## src/rtl/ras_ckpt_stack.sv

```systemverilog
// Return-address stack for the frontend predictor: circular overwrite on overflow,
// same-cycle replace-top, flush, and one checkpoint/restore slot for mispredict recovery.
module ras_ckpt_stack #(
  parameter int unsigned VLEN  = 32,
  parameter int unsigned DEPTH = 2,
  localparam int unsigned PtrW = (DEPTH > 1) ? $clog2(DEPTH) : 1,
  localparam int unsigned CntW = $clog2(DEPTH + 1)
) (
  input  logic            clk_i,
  input  logic            rst_ni,
  input  logic            flush_i,
  input  logic            push_i,
  input  logic            pop_i,
  input  logic [VLEN-1:0] data_i,
  input  logic            checkpoint_i,
  input  logic            restore_i,
  output logic [VLEN-1:0] data_o,
  output logic            valid_o,
  output logic [CntW-1:0] count_o,
  output logic            overflow_o,
  output logic            underflow_o
);

  typedef enum logic [2:0] {
    OP_IDLE,
    OP_FLUSH,
    OP_RESTORE,
    OP_PUSH,
    OP_POP,
    OP_POP_EMPTY,
    OP_REPLACE
  } op_e;

  localparam logic [PtrW-1:0] PtrLast = PtrW'(DEPTH - 1);
  localparam logic [CntW-1:0] CntFull = CntW'(DEPTH);

  logic [VLEN-1:0] mem_q [DEPTH];
  logic [PtrW-1:0] ptr_q, ptr_d;
  logic [CntW-1:0] cnt_q, cnt_d;
  logic [PtrW-1:0] snap_ptr_q, snap_ptr_d;
  logic [CntW-1:0] snap_cnt_q, snap_cnt_d;
  logic            ovf_q, ovf_d;
  logic            unf_q, unf_d;

  logic            wr_en;
  logic [PtrW-1:0] wr_idx;
  logic [PtrW-1:0] ptr_inc, ptr_dec;
  logic            empty, full;
  op_e             op;

  assign empty = (cnt_q == '0);
  assign full  = (cnt_q == CntFull);

  // DEPTH need not be a power of two, so the pointer wraps explicitly at both ends.
  assign ptr_inc = (ptr_q == PtrLast) ? '0 : ptr_q + 1'b1;
  assign ptr_dec = (ptr_q == '0) ? PtrLast : ptr_q - 1'b1;

  always_comb begin
    op = OP_IDLE;
    if (flush_i) begin
      op = OP_FLUSH;
    end else if (restore_i) begin
      op = OP_RESTORE;
    end else if (push_i && pop_i && !empty) begin
      op = OP_REPLACE;
    end else if (push_i) begin
      op = OP_PUSH;
    end else if (pop_i) begin
      op = empty ? OP_POP_EMPTY : OP_POP;
    end
  end

  always_comb begin
    // NOTE: every signal driven here gets a default first, so no path leaves one
    // unassigned and no latch is inferred.
    ptr_d      = ptr_q;
    cnt_d      = cnt_q;
    snap_ptr_d = snap_ptr_q;
    snap_cnt_d = snap_cnt_q;
    ovf_d      = 1'b0;
    unf_d      = 1'b0;
    wr_en      = 1'b0;
    wr_idx     = ptr_q;

    unique case (op)
      OP_FLUSH: begin
        ptr_d = '0;
        cnt_d = '0;
      end
      OP_RESTORE: begin
        ptr_d = snap_ptr_q;
        cnt_d = snap_cnt_q;
      end
      OP_REPLACE: begin
        wr_en = 1'b1;
      end
      OP_PUSH: begin
        ptr_d  = ptr_inc;
        wr_en  = 1'b1;
        wr_idx = ptr_inc;
        ovf_d  = full;
        cnt_d  = full ? cnt_q : cnt_q + 1'b1;
      end
      OP_POP: begin
        ptr_d = ptr_dec;
        cnt_d = cnt_q - 1'b1;
      end
      OP_POP_EMPTY: begin
        unf_d = 1'b1;
      end
      default: ;
    endcase

    // Checkpoint sits outside the op priority: it captures the pre-update state,
    // even alongside a restore, but a flush clears the snapshot instead.
    if (flush_i) begin
      snap_ptr_d = '0;
      snap_cnt_d = '0;
    end else if (checkpoint_i) begin
      snap_ptr_d = ptr_q;
      snap_cnt_d = cnt_q;
    end
  end

  always_ff @(posedge clk_i or negedge rst_ni) begin
    if (!rst_ni) begin
      ptr_q      <= '0;
      cnt_q      <= '0;
      snap_ptr_q <= '0;
      snap_cnt_q <= '0;
      ovf_q      <= 1'b0;
      unf_q      <= 1'b0;
    end else begin
      // NOTE: sequential state uses non-blocking assignments so every register
      // samples the values from before this edge.
      ptr_q      <= ptr_d;
      cnt_q      <= cnt_d;
      snap_ptr_q <= snap_ptr_d;
      snap_cnt_q <= snap_cnt_d;
      ovf_q      <= ovf_d;
      unf_q      <= unf_d;
    end
  end

  // NOTE: the entry array is reset on purpose: a restore may expose a slot that
  // was never written since reset, and it must read as zero rather than X.
  always_ff @(posedge clk_i or negedge rst_ni) begin
    if (!rst_ni) begin
      for (int i = 0; i < int'(DEPTH); i++) begin
        mem_q[i] <= '0;
      end
    end else if (wr_en) begin
      mem_q[wr_idx] <= data_i;
    end
  end

  assign data_o      = empty ? '0 : mem_q[ptr_q];
  assign valid_o     = !empty;
  assign count_o     = cnt_q;
  assign overflow_o  = ovf_q;
  assign underflow_o = unf_q;

endmodule
```

## config.mk

```make
export PLATFORM = sky130hd
export DESIGN_NAME = ras_ckpt_stack
export DESIGN_NICKNAME = d
export VERILOG_FILES = /design/src/rtl/ras_ckpt_stack.sv
export SDC_FILE = /design/constraint.sdc
export NUM_CORES = 1
export LEC_CHECK = 0
export ABC_AREA = 1
export BUFFER_PORTS_ARGS = -buffer_cell sky130_fd_sc_hd__buf_4
export CAP_MARGIN = 10
export CORE_ASPECT_RATIO = 0.5
export CORE_MARGIN = 2
export CORE_UTILIZATION = 50
export CTS_CLUSTER_SIZE = 20
export DETAILED_ROUTE_END_ITERATION = 7
export PLACE_DENSITY = 0.74
export SLEW_MARGIN = 20
export SYNTH_ARGS = -nofsm -noshare
export SYNTH_HDL_FRONTEND = slang
export SYNTH_SLANG_ARGS = --single-unit
```

## constraint.sdc

```tcl
create_clock -name clk_i -period 4.55 [get_ports clk_i]
set_input_delay 0.6825 -clock clk_i [delete_from_list [all_inputs] [get_ports clk_i]]
set_output_delay 0.6825 -clock clk_i [all_outputs]
set_load 0.02 [all_outputs]
```

==> impl_metrics.py <==
metrics = {
    "worst_setup_path": {
        "reg2reg_from": "count_o[1]",
        "crit_buf_inv": 3,
        "cpMaxStageDelayCell": "nor2_4",
        "crit_chain": "buf_4 -> nor2_1 -> nor2_1 -> nand2_1 -> nand2_1 -> nand2_2 -> inv_1 -> ha_1 -> inv_2 -> nor2_4 -> mux2_2",
        "crit_family": "simple AND/OR/NAND/NOR gates",
        "crit_fanout": 32,
        "cp-end-kind": "register",
        "startpoint": "push_i",
        "path_class": "input port to register",
        "cp.required_ns": 4.76,
        "cp-start-kind": "input port",
        "worstPathArrival_ns": 2.91,
        "slowest_delay_ns": 0.74,
    },
    "clock_network": {
        "cts_resized": 0,
        "cts-buffers-inserted": 9,
        "cts_hold_buf": 0,
        "cts_max_path_buffers": 2,
        "clock_latency_ns": 0.32,
        "cts_tree": "done",
        "post-cts-setup-buffers": 0,
        "cts-htree-levels": 3,
        "path_clk_slew_ns": 0.06,
        "cts.sinks": 72,
        "root_buffer": "clkbuf_16",
    },
    "synth": {
        "ys_seq_area_share_pct": 54.2,
        "synth.cell_area_um2": 3320,
        "async_reset_ff_share_pct": 100,
        "synth_ff_type": "dfrtp_1",
        "synth_edf_count": 0,
        "syn_inst": 347,
        "avgSynthCellArea_um2": 9.58,
        "synth_warnings": 0,
        "ys_types": 24,
        "syn_nets": 387,
        "ys_seq_elements": 72,
    },
    "layout": {
        "n_antenna_cell": 0,
        "area_delta_synth_final_pct": 25.8,
        "drive_gt1_share_pct": 25.6,
        "fin_nets": 456,
    },
    "pwr": {
        "leakagePower_nw": 2.02,
        "ir_worst_vdd_v": 0.000318,
        "power_density_nw_per_um2": 528,
    },
    "route": {
        "final_antenna_net_count": 0,
        "wl_per_cell_um": 13.9,
        "routed_wl_um": 7050,
        "vias": 2618,
        "drc": 0,
        "drt-initial-drc-count": 183,
        "via_per_inst": 5.17,
        "dr.pass1.iters": 4,
    },
    "floorplan": {
        "fp.dieW_um": 119,
        "die_area_um2": 7360,
        "fp.coreArea_um2": 6260,
        "ioPinCount": 76,
        "die_y_um": 61.7,
        "start_util_pct": 53.1,
        "rows": 20,
    },
    "global_route": {
        "antenna_found_initial": 0,
        "grt_pass1_wl_um": 11800,
        "grt_max_degree": 73,
        "grt_pass1_vias": 2595,
        "grt_remaining_overflow": 0,
        "grt_usage_pct": 20.9,
    },
    "sta": {
        "slew_violations": 0,
        "worst_pin_slew_ns": 0.957,
        "finalCritPeriodShare_pct": 59.3,
        "setup_tns_ns": 0,
        "hold_slack_ns": 0.479,
        "setup_viol": 0,
        "period_needed_ns": 2.70,
        "grt_setup_unrepaired": "no",
        "timing.fmax_mhz": 370,
        "finalClockSkew_ns": 0.00831,
        "hold_violations": 0,
        "slew_headroom_pct": 36.1,
    },
    "worst_hold_path": {
        "min_path_type": "input port to async pin",
    },
    "placement": {
        "gp_congestion": 0.869,
        "io_buffers": 75,
        "dpl.hpwl_um": 4650,
    },
    "run_status": {
        "outcome": "finished, final reports clean",
    },
    "flow_run": {
        "drv_cap": 0,
    },
}
[synthesized netlist by cell type, types with 2 or more instances]
library cell / number / area share, %
nand3_1: 4 / 0.60
nand2_1: 53 / 6.0
dfrtp_1: 72 / 54
inv_1: 37 / 4.2
o21ai_0: 68 / 10
mux2_2: 2 / 0.68
inv_2: 6 / 0.68
mux2_1: 30 / 10
buf_6: 3 / 1.0
clkbuf_1: 8 / 0.90
o21bai_1: 2 / 0.45
nor2_4: 5 / 1.7
nor2_1: 4 / 0.45
clkbuf_2: 2 / 0.30
buf_2: 6 / 0.90
a21oi_1: 37 / 5.6
[worst register-to-register path, cell delays in order, from the launching register on]
cell and delay [ns]:
dfrtp_1 0.43, o21ai_0 0.11, nand2_1 0.12, nand2_1 0.10, nand2_2 0.11, inv_1 0.05, ha_1 0.34, inv_2 0.06
nor2_4 0.74, mux2_2 0.42
[registers in the layout, indices dropped and copies added (netlist names)]
register and count:
mem_q 64, count_o 2, snap_cnt_q 2, overflow_o 1, ptr_q 1, snap_ptr_q 1, underflow_o 1
[final timing paths]
kind	end	slack, ns	cells past startpoint
min	mem_q[4]	0.48	1
min in group clk_i	mem_q[58]	0.48	1
max in group asynchronous	ptr_q	3.46	1
max	mem_q[32]	1.85	11
min reg2reg	mem_q[58]	0.48	1
max reg2reg	mem_q[32]	1.95	9
[cells by family after synthesis]
logic type      share of synthesized area [%]
xor+xnor                                0.264
buf+inv                                  7.98
fa+ha+maj                               0.376
mux                                      10.8
simple gates                             9.94
compound gates                           16.4
flops                                    54.2
[power by group]
part / switching [W] / internal (W) / leakage [nW]
logic: 0.000400 / 0.000270 / 1.02
clock network: 0.000232 / 0.000372 / 0.127
registers: 0.0000767 / 0.000859 / 0.872
total: 0.000708 / 0.00150 / 2.02
[cells in the final DEF, fill, tap and decap left out, drive strengths merged]
| cell | synthesis | final |
|---|---|---|
| nand3 | 5 | 5 |
| inv | 43 | 43 |
| nand4 | 1 | 1 |
| nor2 | 10 | 10 |
| buf | 9 | 77 |
| clkbuf | 10 | 11 |
| clkinv | 0 | 2 |
| mux2 | 32 | 32 |
| dfrtp | 72 | 72 |
| o21bai | 2 | 2 |
| xor2 | 1 | 1 |
| nand2 | 55 | 55 |
| o21ai | 69 | 69 |
| a21oi | 37 | 37 |
| ha | 1 | 1 |
[metrics by stage]
| step | instances | total power [W] | worst slack, ns | utilization (%) | instance area (µm²) |
|---|---|---|---|---|---|
| 2_1_floorplan | 347 | 0.00136 | 2.29 | - | 3320 |
| 4_1_cts | 505 | 0.00223 | 1.90 | 66.4 | 4160 |
| 3_3_place_gp | 492 | 0.00158 | 1.63 | 62.4 | 3900 |
| 5_1_grt | 506 | 0.00236 | 1.72 | 66.9 | 4180 |
| 6_report | 506 | 0.00221 | 1.85 | 66.9 | 4180 |
| 3_5_place_dp | 492 | 0.00162 | 1.53 | 62.4 | 3900 |
[per-layer routing]
layer	GRT usage (%)	share of wire (%)	vias up
li1	-	-	1279
met1	25.0	45	1284
met2	38.6	50	47
met3	5.56	3.8	8
met4	6.89	0.91	0
met5	0	0	-
[area by class of cell]
type | count | area, µm²
Sequential cell | 72 | 1800
Clock inverter | 2 | 10.0
Tap cell | 88 | 110
Multi-Input combinational cell | 213 | 1260
Fill cell | 492 | 2070
Inverter | 43 | 161
Clock buffer | 11 | 243
Timing Repair Buffer | 77 | 598
(Power assumes the default switching activity.)
